$ cat src/rtl/abp_pkg.sv
// Shared definitions for the Alternating Bit Protocol receive path.
package abp_pkg;

  typedef enum logic [2:0] {
    IDLE,
    RECEIVE,
    DRAIN,
    CHECK,
    READOUT,
    ACK
  } abp_rx_state_t;

  // Position of the sequence bit inside the header byte.
  localparam int SEQ_BIT_POS = 0;

  typedef enum logic {
    ERR_SHORT,
    ERR_OVERSIZE
  } abp_frame_err_t;

endpackage

$ cat src/rtl/abp_frame_receiver_bram.sv
// Single-port frame buffer with registered read (read-before-write).
module abp_frame_receiver_bram #(
  parameter int ADDRESS_WIDTH = 6,
  parameter int DATA_WIDTH    = 8
) (
  input  logic                     aclk,
  input  logic                     we,
  input  logic [ADDRESS_WIDTH-1:0] addr,
  input  logic [DATA_WIDTH-1:0]    wdata,
  output logic [DATA_WIDTH-1:0]    rdata
);

  logic [DATA_WIDTH-1:0] mem [2**ADDRESS_WIDTH];

  always_ff @(posedge aclk) begin
    if (we) begin
      mem[addr] <= wdata;
    end
    rdata <= mem[addr];
  end

endmodule

$ cat src/rtl/abp_frame_receiver.sv
// ABP receiver: buffers one frame, checks its sequence bit, delivers fresh payloads and acks every good frame.
module abp_frame_receiver
  import abp_pkg::*;
#(
  parameter int   VALUE_BYTES   = 8,
  parameter int   MAX_FRAME     = 64,
  parameter logic INIT_EXPECTED = 1'b0
) (
  input  logic                     aclk,
  input  logic                     aresetn,
  input  logic                     s_axis_tvalid,
  output logic                     s_axis_tready,
  input  logic                     s_axis_tlast,
  input  logic [7:0]               s_axis_tdata,
  output logic [8*VALUE_BYTES-1:0] value,
  output logic                     value_valid,
  output logic                     ack_valid,
  input  logic                     ack_ready,
  output logic                     ack_bit,
  output logic                     expected_bit,
  output logic                     busy,
  output logic                     frame_err
);

  localparam int AW = $clog2(MAX_FRAME);
  localparam logic [AW:0] PAYLOAD_END = (AW+1)'(VALUE_BYTES);
  localparam logic [AW:0] LAST_SLOT   = (AW+1)'(MAX_FRAME - 1);

  abp_rx_state_t state_reg, state_next;
  logic [AW:0]   idx_reg, idx_next;
  logic [AW:0]   rd_cnt_reg, rd_cnt_next;
  logic          hdr_bit_reg, hdr_bit_next;
  logic          expected_reg, expected_next;
  logic          frame_err_reg, frame_err_next;
  logic [8*VALUE_BYTES-1:0] value_reg;
  logic [8*VALUE_BYTES-1:0] assembled;
  logic [7:0]    lane_reg [VALUE_BYTES];

  logic          rx_open;
  logic          beat;
  logic          bram_we;
  logic [AW-1:0] bram_addr;
  logic [7:0]    bram_rdata;

  // Held low during reset so the upstream sees no readiness until the engine is live.
  assign rx_open = aresetn && (state_reg == IDLE || state_reg == RECEIVE || state_reg == DRAIN);
  assign beat    = s_axis_tvalid && rx_open;

  always_comb begin
    state_next     = state_reg;
    idx_next       = idx_reg;
    rd_cnt_next    = rd_cnt_reg;
    hdr_bit_next   = hdr_bit_reg;
    expected_next  = expected_reg;
    frame_err_next = 1'b0;
    bram_we        = 1'b0;
    bram_addr      = idx_reg[AW-1:0];
    value_valid    = 1'b0;
    unique case (state_reg)
      IDLE: begin
        bram_addr = '0;
        if (beat) begin
          bram_we      = 1'b1;
          hdr_bit_next = s_axis_tdata[SEQ_BIT_POS];
          idx_next     = (AW+1)'(1);
          if (s_axis_tlast) frame_err_next = 1'b1;
          else              state_next     = RECEIVE;
        end
      end
      RECEIVE: begin
        if (beat) begin
          bram_we  = 1'b1;
          idx_next = idx_reg + 1'b1;
          if (s_axis_tlast) begin
            // Frame length is idx_reg + 1; it must cover header plus full payload.
            if (idx_reg < PAYLOAD_END) begin
              frame_err_next = 1'b1;
              state_next     = IDLE;
            end else begin
              state_next = CHECK;
            end
          end else if (idx_reg == LAST_SLOT) begin
            state_next = DRAIN;
          end
        end
      end
      DRAIN: begin
        if (beat && s_axis_tlast) begin
          frame_err_next = 1'b1;
          state_next     = IDLE;
        end
      end
      CHECK: begin
        rd_cnt_next = '0;
        state_next  = (hdr_bit_reg == expected_reg) ? READOUT : ACK;
      end
      READOUT: begin
        bram_addr   = rd_cnt_reg[AW-1:0] + AW'(1);
        rd_cnt_next = rd_cnt_reg + 1'b1;
        if (rd_cnt_reg == PAYLOAD_END) begin
          value_valid   = 1'b1;
          expected_next = ~expected_reg;
          state_next    = ACK;
        end
      end
      ACK: begin
        if (ack_ready) state_next = IDLE;
      end
      default: state_next = IDLE;
    endcase
  end

  always_ff @(posedge aclk or negedge aresetn) begin
    if (!aresetn) begin
      state_reg     <= IDLE;
      idx_reg       <= '0;
      rd_cnt_reg    <= '0;
      hdr_bit_reg   <= 1'b0;
      expected_reg  <= INIT_EXPECTED;
      frame_err_reg <= 1'b0;
      value_reg     <= '0;
    end else begin
      state_reg     <= state_next;
      idx_reg       <= idx_next;
      rd_cnt_reg    <= rd_cnt_next;
      hdr_bit_reg   <= hdr_bit_next;
      expected_reg  <= expected_next;
      frame_err_reg <= frame_err_next;
      if (value_valid) value_reg <= assembled;
    end
  end

  // Read data for address k appears when rd_cnt_reg == k; park it in lane k-1.
  always_ff @(posedge aclk) begin
    if (state_reg == READOUT) begin
      for (int i = 0; i < VALUE_BYTES; i++) begin
        if (rd_cnt_reg == (AW+1)'(i + 1)) lane_reg[i] <= bram_rdata;
      end
    end
  end

  // The top lane bypasses straight from the BRAM so value is complete in the value_valid cycle.
  for (genvar gi = 0; gi < VALUE_BYTES; gi++) begin : g_lane
    if (gi == VALUE_BYTES - 1) begin : g_top
      assign assembled[8*gi +: 8] = bram_rdata;
    end else begin : g_low
      assign assembled[8*gi +: 8] = lane_reg[gi];
    end
  end

  abp_frame_receiver_bram #(
    .ADDRESS_WIDTH (AW),
    .DATA_WIDTH    (8)
  ) u_bram (
    .aclk  (aclk),
    .we    (bram_we),
    .addr  (bram_addr),
    .wdata (s_axis_tdata),
    .rdata (bram_rdata)
  );

  assign s_axis_tready = rx_open;
  assign value         = value_valid ? assembled : value_reg;
  assign ack_valid     = (state_reg == ACK);
  assign ack_bit       = ack_valid & hdr_bit_reg;
  assign expected_bit  = expected_reg;
  assign busy          = (state_reg != IDLE);
  assign frame_err     = frame_err_reg;

endmodule

$ cat config.mk
export PLATFORM = sky130hd
export DESIGN_NAME = abp_frame_receiver
export DESIGN_NICKNAME = d
export VERILOG_FILES = /design/src/rtl/abp_pkg.sv /design/src/rtl/abp_frame_receiver_bram.sv /design/src/rtl/abp_frame_receiver.sv
export SDC_FILE = /design/constraint.sdc
export NUM_CORES = 1
export LEC_CHECK = 0
export ABC_AREA = 1
export CORE_MARGIN = 4
export CORE_UTILIZATION = 30
export DETAILED_ROUTE_END_ITERATION = 6
export PLACE_DENSITY = 0.52
export SYNTH_ARGS = -nofsm -noshare
export SYNTH_HDL_FRONTEND = slang
export SYNTH_SLANG_ARGS = --single-unit
$ cat constraint.sdc
create_clock -name aclk -period 6.26 [get_ports aclk]
set_input_delay 0.939 -clock aclk [delete_from_list [all_inputs] [get_ports aclk]]
set_output_delay 0.939 -clock aclk [all_outputs]
set_load 0.1 [all_outputs]
== Word level (Yosys, flattened, before mapping) ==
Memories as Yosys holds them, arrays and structs flattened. A register that Yosys moved wholly into a read port is not among the register bits.
Index checks and enable logic that the tools add are counted.
Word-level totals
  register bits: 84
  latch bits: 0
  memories kept: 2
  word-level logic and storage cells: 131
  bits in read-only memories: 0
  RAM bits: 576
Operators by class
  shift-type cells: 0
  bitwise gates (word level): 2
  equality and inequality tests: 22
  multipliers: 0
  div/mod/pow operators: 0
  order comparisons: 1
  $add $sub $neg: 3
  multiplexer cells: 73
  reductions and logical operators: 21
Memory list
  u_bram.mem: depth 64, bits a word 8, read ports 1, clocked after memory_dff 1, write ports 1, line abp_frame_receiver_bram.sv:13  | logic [DATA_WIDTH-1:0] mem [2**ADDRESS_WIDTH];
  lane_reg: depth 8, bits a word 8, read ports 7, clocked after memory_dff 0, write ports 1, line abp_frame_receiver.sv:37  | logic [7:0] lane_reg [VALUE_BYTES];
Operators with widths (number)
  2-to-1 mux 64 bit: 1
  2-to-1 mux 8 bit: 7
  OR reduction 8 bit: 7
  2-to-1 mux 3 bit: 15
  2-to-1 mux 1 bit: 42
  == test 7 x 3 -> 1 bit, second input constant: 4
  case mux 7 bit (2 select lines): 2
  case mux 3 bit (6 select lines): 1
  adder 7 x 1 -> 7 bit, second input constant: 2
  == test 7 x 2 -> 1 bit, second input constant: 2
  2-to-1 mux 7 bit: 2
  case mux 6 bit (2 select lines): 1
  inequality test 2 bit, second input constant: 4
  == test 7 x 1 -> 1 bit, second input constant: 1
  == test 7 x 4 -> 1 bit, second input constant: 1
  == test 7 x 6 -> 1 bit, second input constant: 1
  < comparator 7 x 4 -> 1 bit, second input constant: 1
  AND reduction 7 bit: 1
  adder 6 x 1 -> 6 bit, second input constant: 1
  == test 3 x 2 -> 1 bit, second input constant: 2
  == test 3 bit, second input constant: 2
  inequality test 2 x 1 -> 1 bit, second input constant: 2
  AND reduction 2 bit: 2
  nonzero test 2 bit: 2
  other kinds (13): 16

== Depth between registers and ports, before layout ==
  depth after elaboration: 12
  gate-level depth with buffers: 16
  mapped depth without buffers: 14

== Modules after synthesis ==
From an unflattened synthesis, not the netlist that was laid out.
Second synthesis, totals
  cell total of the unflattened synthesis: 2675
  area, all modules: 27493.9 µm²
By module, submodules not included
  abp_frame_receiver_bram: sequential area each 15534.9 µm², instances 1, cells each 2167, area each 22044.9 µm²
  abp_frame_receiver: sequential area each 3783.6 µm², instances 1, cells each 508, area each 5449.0 µm²

== Worst setup path before layout ==
Ideal clock, no wire load.
  kind: register -> output
  start point: register state_reg[2]
  end point: output port ack_bit
  required time: 5321 ps
  arrival: 4159 ps
  slack: 1162 ps
  cell stages (with the launch flop): 5
  buffers on the path: 0
  path through: dfrtp_1 -> inv_2 -> nor3_1 -> inv_1 -> nor2_1
Between the ends
  longest elaborated chain between the ends: 2
RTL lines
  start: declaration: line abp_frame_receiver.sv:29  | abp_rx_state_t state_reg, state_next;
  start signal: assignment: line abp_frame_receiver.sv:123  | state_reg <= state_next;
  == test 3 bit: line abp_frame_receiver.sv:164  | assign ack_valid = (state_reg == ACK);
  named net ack_valid: line abp_frame_receiver.sv:17  | output logic ack_valid,
  AND 1 bit: line abp_frame_receiver.sv:165  | assign ack_bit = ack_valid & hdr_bit_reg;
  end: declaration: line abp_frame_receiver.sv:19  | output logic ack_bit,
The timed path passes the listed nets, and every way through them passes these cells.

== Final worst setup path ==
  start point: register rd_cnt_reg[0]
  end point: output port value[30]
Between the ends
  longest elaborated chain between the ends: 4
RTL lines
  start: declaration: line abp_frame_receiver.sv:31  | logic [AW:0] rd_cnt_reg, rd_cnt_next;
  start signal: assignment: line abp_frame_receiver.sv:125  | rd_cnt_reg <= rd_cnt_next;
  == test 7 x 4 -> 1 bit: line abp_frame_receiver.sv:100  | if (rd_cnt_reg == PAYLOAD_END) begin
  2-to-1 mux 1 bit: line abp_frame_receiver.sv:100
  2-to-1 mux 1 bit
  2-to-1 mux 64 bit
  end: declaration: line abp_frame_receiver.sv:15  | output logic [8*VALUE_BYTES-1:0] value,
No other way between the ends.

==> impl_metrics.ini <==
[outcome]
outcome = completed

[global_routing]
antenna_found_initial = 0
grt_overflow = 0
grt_first_pass_wirelength_mm = 115.3
grt_max_degree = 91
grt_pass1_vias = 18120
grtUsageTotal_pct = 15.38

[yosys]
synthDistinctLibCells = 32
synthFlopType = edfxtp_1
ys_seq_area_share_pct = 70.04
ys_seq_elements = 660
synth_top_area_share_pct = 61.84
synth_nets = 2720
ys_warn_count = 0
yosys.area.top_type = edfxtp_1
synthArstFlopShare_pct = 12.73
yosys-top-cells-area = edfxtp_1 (62%), nand2_1 (20%), dfrtp_1 (7.6%)
synth_edf_count = 568
netlist_area_um2 = 27580
syn_inst = 2702
avgSynthCellArea_um2 = 10.21

[worst_setup_path]
cp-end-kind = primary output
rr_startpoint = state_reg[1]
start_kind = register
cp_num_buf_inv = 4
cp_max_fo = 65
r2r-end = u_bram.mem[14][2]
startpoint = rd_cnt_reg[0]
critPathMaxStageDelay_ps = 1150
ff2ff_path_depth = 10
crit_end = value[30]
path_class = reg2out
path_depth = 9
cp.arrival_ps = 4300
crit_chain = inv_1 -> ha_1 -> inv_1 -> nor4_1 -> nand2_2 -> inv_2 -> nand2_1 -> nand2_1 -> clkdlybuf4s50_1
ff2ff_setup_slack_ps = 2400
worstPathRequired_ps = 5320
critical-path-slowest-cell = clkdlybuf4s50_1
crit_family = buffers and inverters

[cells_and_area]
area_growth_pct = 15.68
drive_gt1_share_pct = 6.414
layout.nets = 2782
largest_reg_flops = 512
layout_commonest_cell = nand2_1
stdcell_area_um2 = 31910
final_cell_mix = nand2_1 (1462), edfxtp_1 (568), nand3_1 (224), nor2_1 (98), dfrtp_1 (84)
antenna_cells = 0

[clocking]
postCtsHoldBufs = 0
post_cts_resized = 0
cts_setup_buffers = 0
cts_root_buffer = clkbuf_16
path_clk_slew_ps = 60
clock-sinks = 660
cts_buffer_depth = 3
cts_max_level = 3
clock_latency_ps = 630
tritoncts = built
cts_buffers = 72

[worst_hold_path]
hp-class = in2async

[placement]
gp_congestion = 0.7886
port_buffers = 83
pre_cts_slack_ps = 1637
dpl-instance-area_um2 = 29650
dp_hpwl_mm = 41.73

[power_and_ir_drop]
ir_worst_vdd_uv = 613.5
power_density_nw_per_um2 = 543.9
leakagePower_nw = 13.06
power_w = 0.01735

[die]
die_w_um = 311.2
initial_core_util_pct = 30.46
die_area_um2 = 96850
die-height_um = 311.2
row_count = 110
io_pins = 84
core_area_um2 = 90560

[flow_run]
maxCapViolations = 0

[sta]
rsz0062_at_grt = no
fin_crit_sh_pct = 83.75
setup_viol = 0
finalSetupTns_ps = 0
setup_slack_ps = 1017
finalClockSkew_ps = 23.28
tightest_slew_ps = 1149
maxSlewViolCount = 0
hold_violations = 0
finalCriticalPeriod_ps = 5243
relSlewSlack_pct = 22.84
fmax_ghz = 0.1907

[detailed_routing]
routed_wl_mm = 75.77
drt_iter0_drc = 1643
antenna_left = 0
post_drt_wl_per_cell_um = 18.95
first_pass_iters = 5
met2_length_mm = 32.71
vias = 18680
vias_per_cell = 4.671
wl_met3_mm = 4.555
drc = 0
drt-met1-wl_mm = 36.49
dr.max_layer_used = met4
==> power breakdown <==
group          internal, W  leakage (nW)  switching (W)
clock              0.00236          1.09        0.00176
combinational      0.00185          5.68        0.00605
sequential         0.00512          6.29       0.000204
total              0.00934          13.1        0.00802
==> cell type report <==
class,instances,area (um^2)
clock inverters,29,255.2
inverters,42,162.7
fillers,9096,58660
repair buffers,123,1101
well taps,1176,1471
flip-flops and latches,660,19320
clock buffers,103,1999
multi-input cells,1865,7597
==> metrics by stage <==
stage | cells | utilization (%) | hold slack, ps
after floorplan | 2702 | - | 441.2
after global placement | 3866 | 32.74 | 448.9
after detailed placement | 3866 | 32.74 | 451.8
after CTS | 3998 | 35.23 | 188.1
after global routing | 3998 | 35.23 | 203.7
final | 3998 | 35.23 | 212.0
==> worst min path at each step <==
stage,end,slack (ps),depth (start not counted)
detailed placement,value_reg[2],450,2
finish,hdr_bit_reg,210,1
CTS,hdr_bit_reg,190,1
floorplan,rd_cnt_reg[6],440,1
global placement,value_reg[5],450,2
global route,frame_err,200,1
==> cells by family (layout without fill, tap and decap cells) <==
kind of cell               count (synthesis)  count (layout)  share of synthesized area [%]
AOI/OAI and AO/OA                         27              27                         0.5897
and+or+nand+nor                         1828            1828                          26.30
adders and majority gates                  5               5                         0.2268
xor gates and xnor gates                   5               5                         0.1588
DFF                                      660             660                          70.04
buffers and inverters                    177             297                          2.686
==> metal layers <==
metal	GRT usage, %	vias to the layer above
li1	-	9036
met1	22.36	8989
met5	0	-
met3	3.497	135
met4	4.348	0
met2	23.05	516
==> Yosys cell counts (2+ instances only) <==
library cell  count
a21oi_1           7
buf_1             9
buf_2            61
clkbuf_1         65
dfrtp_1          84
dfxtp_1           8
edfxtp_1        568
ha_1              5
inv_1            35
inv_2             7
nand2_1        1466
nand2_2           3
nand3_1         225
nand3_2           4
nand4_1           3
nor2_1           98
nor2_2            5
nor3_1           18
nor3_2            4
o21ai_0           9
o21ai_2           3
o22ai_1           2
xnor2_1           2
xor2_1            3
Power figures use the tool's default switching activity.
